$ cat config.mk
export PLATFORM = sky130hd
export DESIGN_NAME = work_dispatcher
export DESIGN_NICKNAME = d
export VERILOG_FILES = /design/src/rtl/mining_pkg.sv /design/src/rtl/rr_arbiter.sv /design/src/rtl/work_dispatcher.sv
export SDC_FILE = /design/constraint.sdc
export NUM_CORES = 1
export LEC_CHECK = 0
export ABC_AREA = 1
export CAP_MARGIN = 20
export CORE_AREA = 3 3 635 637
export DETAILED_ROUTE_END_ITERATION = 8
export DIE_AREA = 0 0 638 640
export SLEW_MARGIN = 20
export SYNTH_ARGS = -nofsm -noshare
export SYNTH_HDL_FRONTEND = slang
export SYNTH_HIERARCHICAL = 1
export SYNTH_SLANG_ARGS = --single-unit
$ cat constraint.sdc
create_clock -name clock -period 50.5 [get_ports clock]
set_input_delay 15.15 -clock clock [delete_from_list [all_inputs] [get_ports clock]]
set_output_delay 15.15 -clock clock [all_outputs]
set_load 0.02 [all_outputs]
$ cat src/rtl/mining_pkg.sv
// Shared definitions for the mining datapath.
//
// Contents:
//   WORK_W / TARGET_W / NONCE_W : widths of the work block, target and nonce
//   dispatch_state_t            : work_dispatcher FSM encoding
//   base_nonce()                : first nonce of core idx when the 32-bit
//                                 nonce space is split into 2**log2n slices
package mining_pkg;

  localparam int WORK_W   = 640;
  localparam int TARGET_W = 32;
  localparam int NONCE_W  = 32;

  typedef enum logic [1:0] {
    IDLE  = 2'd0,
    START = 2'd1,
    RUN   = 2'd2,
    ABORT = 2'd3
  } dispatch_state_t;

  // The shift is done at 64 bits so that a single core (log2n = 0) ends up
  // with a base of 0 rather than relying on a full-width 32-bit shift.
  function automatic logic [NONCE_W-1:0] base_nonce(input int idx, input int log2n);
    logic [63:0] wide;
    wide = 64'(idx) << (NONCE_W - log2n);
    return wide[NONCE_W-1:0];
  endfunction

endpackage

$ cat src/rtl/rr_arbiter.sv
// Combinational round-robin arbiter.
//
// Picks the first asserted request at or above ptr, wrapping around.
// The pointer register lives in the caller; this block only searches.
//
// Ports:
//   req         in  N      request vector
//   ptr         in  PTR_W  index at which the search starts
//   en          in  1      search enable; no grant when low
//   grant_valid out 1      a request was granted
//   grant_idx   out PTR_W  index of the granted request (0 when none)
module rr_arbiter #(
  parameter int N     = 4,
  parameter int PTR_W = (N > 1) ? $clog2(N) : 1
) (
  input  logic [N-1:0]     req,
  input  logic [PTR_W-1:0] ptr,
  input  logic             en,
  output logic             grant_valid,
  output logic [PTR_W-1:0] grant_idx
);

  int idx;

  always_comb begin
    grant_valid = 1'b0;
    grant_idx   = '0;
    idx         = 0;
    if (en) begin
      for (int k = 0; k < N; k++) begin
        idx = (int'(ptr) + k) % N;
        if (!grant_valid && req[idx]) begin
          grant_valid = 1'b1;
          grant_idx   = PTR_W'(idx);
        end
      end
    end
  end

endmodule

$ cat src/rtl/work_dispatcher.sv
// Work dispatcher between the UART command parser and NUM_CORES hash cores.
//
// A new work item (valid pulse) is latched into core_work/core_target and
// broadcast to all cores; each core owns a disjoint slice of the nonce space
// starting at core_base. The FSM starts the cores, and aborts then restarts
// them when superseding work arrives during RUN. Results from the cores are
// held one per core and reported round-robin to the parser.
//
// Report handshake: a result is offered only when host_ready is high and the
// found register is low. The parser takes every found pulse as accepted (no
// per-transfer ready); host_ready is a level meaning "transmitter idle", so a
// report is never issued while it is low, and found is always followed by at
// least one idle cycle before the next report.
//
// Optional build: define WORK_DISPATCHER_STATS_EN to add saturating
// found_count / drop_count outputs.
//
// Ports:
//   clock, reset     clock; asynchronous active-high reset
//   valid            one-cycle new-work pulse; work/target sampled with it
//   work, target     new work block and hash target
//   host_ready       parser transmitter idle (level)
//   found, nonce     one-cycle result pulse and held result nonce
//   core_start       one-cycle broadcast start
//   core_abort       one-cycle broadcast abort
//   core_work        registered work to all cores
//   core_target      registered target to all cores
//   core_base        per-core start nonce, slice i = [32i+31:32i]
//   core_found       per-core one-cycle found pulse
//   core_nonce       per-core nonce, valid with core_found
//   core_done        per-core one-cycle range-exhausted pulse
//   busy             FSM not IDLE
//   exhausted        one-cycle pulse: all cores done, all results reported
//   found_count      (stats build) reports issued, saturating
//   drop_count       (stats build) results discarded, saturating
module work_dispatcher
  import mining_pkg::*;
#(
  parameter int NUM_CORES  = 4,
  parameter int LOG2_CORES = 2
) (
  input  logic                         clock,
  input  logic                         reset,
  input  logic                         valid,
  input  logic [WORK_W-1:0]            work,
  input  logic [TARGET_W-1:0]          target,
  input  logic                         host_ready,
  output logic                         found,
  output logic [NONCE_W-1:0]           nonce,
  output logic                         core_start,
  output logic                         core_abort,
  output logic [WORK_W-1:0]            core_work,
  output logic [TARGET_W-1:0]          core_target,
  output logic [NUM_CORES*NONCE_W-1:0] core_base,
  input  logic [NUM_CORES-1:0]         core_found,
  input  logic [NUM_CORES*NONCE_W-1:0] core_nonce,
  input  logic [NUM_CORES-1:0]         core_done,
  output logic                         busy,
  output logic                         exhausted
`ifdef WORK_DISPATCHER_STATS_EN
  ,
  output logic [15:0]                  found_count,
  output logic [15:0]                  drop_count
`endif
);

  localparam int PTR_W = (LOG2_CORES > 0) ? LOG2_CORES : 1;

  dispatch_state_t state, state_next;
  logic start_next, abort_next, exhaust_next;

  logic [NUM_CORES-1:0] pending;
  logic [NUM_CORES-1:0] done_mask;
  logic [NUM_CORES-1:0] capture_mask;
  logic [NUM_CORES-1:0] grant_onehot;
  logic [NONCE_W-1:0]   captured [NUM_CORES];
  logic [NONCE_W-1:0]   grant_nonce;

  logic [PTR_W-1:0] rr_ptr, ptr_next;
  logic             grant_en, grant_valid;
  logic [PTR_W-1:0] grant_idx;

  // ---------------------------------------------------------------------
  // Static nonce partition
  // ---------------------------------------------------------------------
  for (genvar gi = 0; gi < NUM_CORES; gi++) begin : g_base
    assign core_base[gi*NONCE_W +: NONCE_W] = base_nonce(gi, LOG2_CORES);
  end

  assign busy = (state != IDLE);

  // ---------------------------------------------------------------------
  // Work/target latch: sampled on every valid regardless of state, so the
  // start pulse (at least one cycle later) always sees the newest work.
  // ---------------------------------------------------------------------
  always_ff @(posedge clock or posedge reset) begin
    if (reset) begin
      core_work   <= '0;
      core_target <= '0;
    end else if (valid) begin
      core_work   <= work;
      core_target <= target;
    end
  end

  // ---------------------------------------------------------------------
  // FSM
  // ---------------------------------------------------------------------
  always_comb begin
    state_next   = state;
    start_next   = 1'b0;
    abort_next   = 1'b0;
    exhaust_next = 1'b0;
    unique case (state)
      IDLE: begin
        if (valid) state_next = START;
      end
      START: begin
        start_next = 1'b1;
        state_next = RUN;
      end
      RUN: begin
        if (valid) begin
          state_next = ABORT;
        end else if ((&done_mask) && (pending == '0) && (core_found == '0)) begin
          // A result arriving in the very cycle we would finish keeps us
          // in RUN so it is captured and reported rather than lost.
          state_next   = IDLE;
          exhaust_next = 1'b1;
        end
      end
      ABORT: begin
        abort_next = 1'b1;
        state_next = START;
      end
      default: state_next = IDLE;
    endcase
  end

  always_ff @(posedge clock or posedge reset) begin
    if (reset) begin
      state      <= IDLE;
      core_start <= 1'b0;
      core_abort <= 1'b0;
      exhausted  <= 1'b0;
    end else begin
      state      <= state_next;
      core_start <= start_next;
      core_abort <= abort_next;
      exhausted  <= exhaust_next;
    end
  end

  // ---------------------------------------------------------------------
  // Result capture. Only RUN accepts core results; an occupied slot keeps
  // its older nonce and the newcomer is discarded.
  // ---------------------------------------------------------------------
  assign capture_mask = (state == RUN) ? (core_found & ~pending) : '0;

  always_ff @(posedge clock or posedge reset) begin
    if (reset) begin
      pending   <= '0;
      done_mask <= '0;
      for (int i = 0; i < NUM_CORES; i++) captured[i] <= '0;
    end else begin
      // Grant only clears set bits and capture only sets clear bits, so
      // the two never touch the same core in one cycle.
      if (state == ABORT) pending <= '0;
      else                pending <= (pending & ~grant_onehot) | capture_mask;

      done_mask <= (state == RUN) ? (done_mask | core_done) : '0;

      for (int i = 0; i < NUM_CORES; i++) begin
        if (capture_mask[i]) captured[i] <= core_nonce[i*NONCE_W +: NONCE_W];
      end
    end
  end

  // ---------------------------------------------------------------------
  // Report arbitration. Requiring found==0 gives the two-cycle spacing.
  // ---------------------------------------------------------------------
  assign grant_en = (|pending) && host_ready && !found && (state != ABORT);

  rr_arbiter #(
    .N     (NUM_CORES),
    .PTR_W (PTR_W)
  ) u_arb (
    .req         (pending),
    .ptr         (rr_ptr),
    .en          (grant_en),
    .grant_valid (grant_valid),
    .grant_idx   (grant_idx)
  );

  always_comb begin
    grant_nonce  = '0;
    grant_onehot = '0;
    for (int i = 0; i < NUM_CORES; i++) begin
      if (grant_valid && (int'(grant_idx) == i)) begin
        grant_nonce     = captured[i];
        grant_onehot[i] = 1'b1;
      end
    end
    ptr_next = (int'(grant_idx) == NUM_CORES - 1) ? '0 : grant_idx + PTR_W'(1);
  end

  always_ff @(posedge clock or posedge reset) begin
    if (reset) begin
      found  <= 1'b0;
      nonce  <= '0;
      rr_ptr <= '0;
    end else begin
      found <= grant_valid;
      if (grant_valid) begin
        nonce  <= grant_nonce;
        rr_ptr <= ptr_next;
      end
    end
  end

`ifdef WORK_DISPATCHER_STATS_EN
  // ---------------------------------------------------------------------
  // Statistics. Drops are results lost to an occupied slot in RUN, plus
  // everything flushed or arriving while the abort is taking effect.
  // ---------------------------------------------------------------------
  logic [NUM_CORES-1:0] drop_mask;
  logic [4:0]           drop_num;
  logic [16:0]          drop_sum;
  logic [16:0]          found_sum;

  always_comb begin
    drop_mask = '0;
    if (state == RUN)        drop_mask = core_found & pending;
    else if (state == ABORT) drop_mask = core_found | pending;
    drop_num = '0;
    for (int i = 0; i < NUM_CORES; i++) drop_num = drop_num + 5'(drop_mask[i]);
    drop_sum  = {1'b0, drop_count} + 17'(drop_num);
    found_sum = {1'b0, found_count} + 17'(grant_valid);
  end

  always_ff @(posedge clock or posedge reset) begin
    if (reset) begin
      found_count <= '0;
      drop_count  <= '0;
    end else begin
      found_count <= found_sum[16] ? 16'hFFFF : found_sum[15:0];
      drop_count  <= drop_sum[16]  ? 16'hFFFF : drop_sum[15:0];
    end
  end
`endif

endmodule

# After elaboration in Yosys (flattened, before gate mapping)
# Index checks and enable logic that the tools add are counted.
dict set report word_totals {
  inputBits 812
  elab_cells 113
  output_inout_bits 837
  reg_bits 848
}
dict set report op_classes {
  order_cmp 4
  n_reduce_logical 27
  n_bitwise 9
  add_sub_neg 4
  mux 45
  n_eq_ne 9
}
# cell n
set op_table {}
lappend op_table {{32-bit 2-to-1 mux} 4}
lappend op_table {{1-bit 2-to-1 mux} 24}
lappend op_table {{2-bit 2-to-1 mux} 9}
lappend op_table {{1-bit logical AND} 12}
lappend op_table {{3-bit by 4-bit < comparator with 1-bit output, second input constant} 3}
lappend op_table {{4-bit 2-to-1 mux} 3}
lappend op_table {{4-bit AND} 2}
lappend op_table {{1-bit binary-select mux with 2-bit select} 4}
lappend op_table {{2-bit == test, second input constant} 4}
lappend op_table {{4-bit logical NOT} 2}
lappend op_table {{4-bit NOT} 2}
lappend op_table {{4-bit bitwise OR} 2}
lappend op_table {{2-bit case mux with 4 select lines} 1}
lappend op_table {{2-bit OR reduction} 3}
lappend op_table {{2-bit by 1-bit adder with 2-bit output, second input constant} 2}
lappend op_table {{2-bit adder, second input constant} 2}
lappend op_table {{2-bit by 1-bit == test with 1-bit output, second input constant} 2}
lappend op_table {{1-bit logical NOT} 4}
lappend op_table {{2-bit logical NOT} 2}
lappend op_table {{2-bit != test, second input constant} 2}
lappend op_table {{4-bit AND reduction} 1}
lappend op_table {{4-bit OR reduction} 1}
lappend op_table {{1-bit AND, first input constant} 3}
lappend op_table {{2-bit by 3-bit < comparator with 1-bit output, second input constant} 1}
lappend op_table {{3 further kinds} 3}

# Logic depth before layout (Yosys ltp)
dict set report logic_depth {
  ltp_word 24
  ltp_mapped 20
  ltp_nobuf 18
}

# Cells and area by module
# Netlist, hierarchy kept.
# mod seq_area_each_um2 n_inst cells_each area_per_inst_um2
set modules_own_cells {}
lappend modules_own_cells {work_dispatcher 21220.4 1 3639 33917.5}
lappend modules_own_cells {rr_arbiter 0.0 1 71 325.3}

# Least setup slack after synthesis
# Ideal clock, no wire load.
dict set report synth_timing {
  path_type {in2reg}
  startpoint {in host_ready}
  endpoint {reg nonce[0]}
  path_buffers 1
  path_slack_ns 33.856
  t_arrival_ns 16.520
  cell_stages 13
  setup_ns 0.124
  required_time_ns 50.376
  path_cell_list {o21ai_0 -> nor3_1 -> nand2_1 -> nor2_1 -> inv_1 -> ha_1 -> nand2_1 -> inv_2 -> buf_4 -> nand2_1 -> nand3_1 -> o211ai_1 -> nand2_1}
}
dict set report synth_via {
  elab_chain_len 10
  elab_cells_between_ends 17
  classes_between {3 x eq/ne; 6 x mux; 8 x reduce/logical}
}
# element line
set synth_lines {}
lappend synth_lines {{from (decl)} work_dispatcher.sv:47} ;# input logic host_ready,
lappend synth_lines {{1-bit logical AND (*) (3 in series)} work_dispatcher.sv:182} ;# assign grant_en = (|pending) && host_ready && !found && (state != ABORT);
lappend synth_lines {{named net grant_en} work_dispatcher.sv:80} ;# logic grant_en, grant_valid;
lappend synth_lines {{2-bit 2-to-1 mux (*)} rr_arbiter.sv:29} ;# if (en) begin
lappend synth_lines {{named net grant_idx[1]} work_dispatcher.sv:81} ;# logic [PTR_W-1:0] grant_idx;
lappend synth_lines {{2-bit logical NOT} work_dispatcher.sv:199} ;# if (grant_valid && (int'(grant_idx) == i)) begin
lappend synth_lines {{1-bit logical AND} work_dispatcher.sv:199}
lappend synth_lines {{32-bit 2-to-1 mux (3 in series)} work_dispatcher.sv:199}
lappend synth_lines {{32-bit 2-to-1 mux (*)} work_dispatcher.sv:199}
lappend synth_lines {{to (signal assigned)} work_dispatcher.sv:215} ;# nonce <= grant_nonce;
lappend synth_lines {{to (decl)} work_dispatcher.sv:49} ;# output logic [NONCE_W-1:0] nonce,
# Mark *: on every way through the listed nets, which the timed path passes. The rest lies on a longest branch.
# A chain may end at the register's enable or synchronous reset.

==> impl_metrics.tcl <==
set metrics [dict create \
    synthFlopType "dfrtp_1" \
    drc_errors 0 \
    critPathMaxFanout 142 \
    worst-setup-path-type "in -> async" \
    cts_tree "built" \
    slew_headroom 0.358 \
    root_buffer "clkbuf_16" \
    ctsHoldBuffers 0 \
    hold_viol 0 \
    synth-edff-count 0 \
    synth_cell_types 32 \
    overflow 0 \
    synth_top_area_cell "dfrtp_1" \
    power_leakage_nw 26.2 \
    dieArea_mm2 0.408 \
    syn_area_mm2 0.0342 \
    cts_sinks 848 \
    outcome "finished clean" \
    r2r_start "rr_ptr[0]$_DFFE_PP0P_" \
    r2r-end "nonce[14]$_DFFE_PP0P_" \
    crit_top_cell "buf_4" \
    grt_max_degree 143 \
    fp.dieW_um 638 \
    finalSetupTns_ns 0 \
    layout-drive-gt1-share 0.0728 \
    start_util 0.0859 \
    setup_viol 0 \
    max_clock_freq_ghz 0.0548 \
    area_growth_pct 71.9 \
    ys_warn_count 6 \
    ys_seq_elements 848 \
    maxCapViolCount 0 \
    ios 1649 \
    skew_ns 0.0389 \
    dp_hpwl_um 265000 \
    fin_total_pwr_mw 2.34 \
    path_cells "clkdlybuf4s50_1, inv_8, buf_4, buf_4, buf_4, buf_12" \
    grt_use_met3 0.0741 \
    tightest_slew_ns 0.963 \
    nNetsFinal 6006 \
    hold_depth 2 \
    grt.busiest_layer "met2" \
    cp-start-kind "input pin" \
    avgSynthCellArea_um2 9.23 \
    wl_per_cell_um 28.5 \
    clock_path_buffers 4 \
    gp_routability_congestion 0.946 \
    pwr_density_cell_mw_per_mm2 39.8 \
    cts_buffers 111 \
    synth_cells 3710 \
    core_mm2 0.399 \
    drt_iter0_markers 2791 \
    grt_pass1_vias 30900 \
    rows 232 \
    vdd_ir_drop_max_mv 0.0255 \
    clkSlewWorstSetupHoldPaths_ns 0.05 \
    htreeDepth 3 \
    worst-path-buf-inv 6 \
    slowest_delay_ns 0.67 \
    synth-seq-area-share 0.620 \
    setup_slack_ns 32.27 \
    ant_nets 0 \
    rrSetupSlack_ns 47.06 \
    synth_top_area_share 0.620 \
    met1_usage 0.146 \
    cp.required_ns 51.31 \
    period_minus_slack_ns 18.23 \
    hold_path.class "reg -> reg" \
    grtUsageTotal 0.142 \
    first_pass_iters 5 \
    grt_pass1_wl_um 370000 \
    insertion_delay_ns 0.86 \
    end_kind "asynchronous set/reset pin" \
    slew_violations 0 \
    worstRegToRegCells 16 \
    worstHoldStart "core_work[282]$_DFFE_PP0P_" \
    die_h_um 640 \
    met2_usage 0.243 \
    finalWirelength_um 302000 \
    fin_crit_sh 0.361 \
    postCtsSetupBuffers 0 \
    synthTopCellsByArea "dfrtp_1, nand2_1, mux2_2, buf_4, buf_2" \
    via_per_inst 3.04 \
    worstPathArrival_ns 19.04 \
    crit_family "buffers and inverters" \
    holdWs_ns 0.467 \
    async_flop_share 1.00 \
    antenna_found_initial 290 \
    cts_resized 0 \
    rsz0062_at_grt "false" \
    cp_slowest_cell "buf_4" \
    design_area_mm2 0.0589 \
    dp_slack_ns 31.34 \
    vias 32300 \
    holdPathEnd "core_work[282]$_DFFE_PP0P_" \
    dpl_cell_area_mm2 0.0548 \
    port_buffers 1520 \
]
## sequential cells by signal (all words and copies together) (netlist names)
signal and flops:
found 1, captured 128, core_work 640, exhausted 1
pending 4, nonce 32, core_abort 1, rr_ptr 2
state 2, core_start 1, done_mask 4, core_target 32
## tightest hold or removal path: stages, from the launching register on
cell and delay, ns:
dfrtp_1 0.34, nand2_1 0.05, nand2_1 0.05
## final cells by class
cell class / count / area [um2]
antenna: 71 / 178
fill: 45000 / 340000
inverter: 38 / 163
tap: 5265 / 6590
clock inverter: 59 / 813
timing repair buffer: 1551 / 15500
clock buffer: 140 / 3040
sequential: 848 / 21200
multi-input combinational: 2636 / 11400
## synth_stat cells, types with 4 or more instances
cell and count:
nor2_1 19, ha_1 8, or2_2 12, buf_2 137, a22o_1 9, nand2_2 9, nand3_1 87, mux2_4 20
a21oi_1 4, inv_2 6, mux2_2 107, nand3_4 4, buf_4 137, dfrtp_1 848, buf_6 15, or2_0 10
nand2_1 2197, clkbuf_1 23, o211ai_1 10, inv_1 31
## report_power, final
| part | leakage (nW) | total, mW | internal [mW] | switching [mW] |
|---|---|---|---|---|
| clock | 1.87 | 0.857 | 0.509 | 0.348 |
| sequential | 10.4 | 0.868 | 0.795 | 0.0733 |
| combinational | 14.0 | 0.619 | 0.261 | 0.359 |
| total | 26.2 | 2.34 | 1.56 | 0.779 |
## cell usage in the layout, fill, tap and decap left out, drive strengths merged
cell type	count
a21boi	1
a21oi	4
a22o	9
buf	34
bufinv	16
clkbuf	140
clkdlybuf4s50	1517
clkinv	22
clkinvlp	10
conb	128
dfrtp	848
diode	71
ha	8
inv	49
mux2	128
nand2	2206
nand3	92
nor2	22
nor2b	1
nor3	2
o211ai	10
o21ai	2
o31ai	1
or2	22
## kinds of logic after synthesis
logic type	share of synthesized area
buffers and inverters	0.0620
flip-flops	0.620
AND/OR/NAND/NOR	0.265
adder cells (fa/ha/maj)	0.00292
other	0.000219
AO/OA/AOI/OAI	0.00581
multiplexers	0.0443
## per-stage QoR
step | util | std cells
3_3_place_gp | 0.138 | 10300
5_1_grt | 0.147 | 10600
4_1_cts | 0.147 | 10500
6_report | 0.148 | 10600
2_1_floorplan | - | 3836
3_5_place_dp | 0.138 | 10300
## routing by layer
metal / wire length [um] / part of all wire
met1: 103000 / 0.34
met2: 145000 / 0.48
met3: 37900 / 0.13
met4: 15100 / 0.050
met5: 946 / 0.0031
## worst max-delay path by stage
| stage | from | endpoint | cells after the start |
|---|---|---|---|
| after CTS | reset | core_work[177]$_DFFE_PP0P_ | 6 |
| after global placement | reset | core_work[170]$_DFFE_PP0P_ | 6 |
| after detailed placement | reset | core_work[176]$_DFFE_PP0P_ | 6 |
| after global routing | reset | core_work[177]$_DFFE_PP0P_ | 6 |
| final | reset | core_work[177]$_DFFE_PP0P_ | 6 |
| after floorplan | reset | captured[0]$_DFFE_PP0P_ | 1 |
Note: power is estimated with default switching activity, not from simulation.
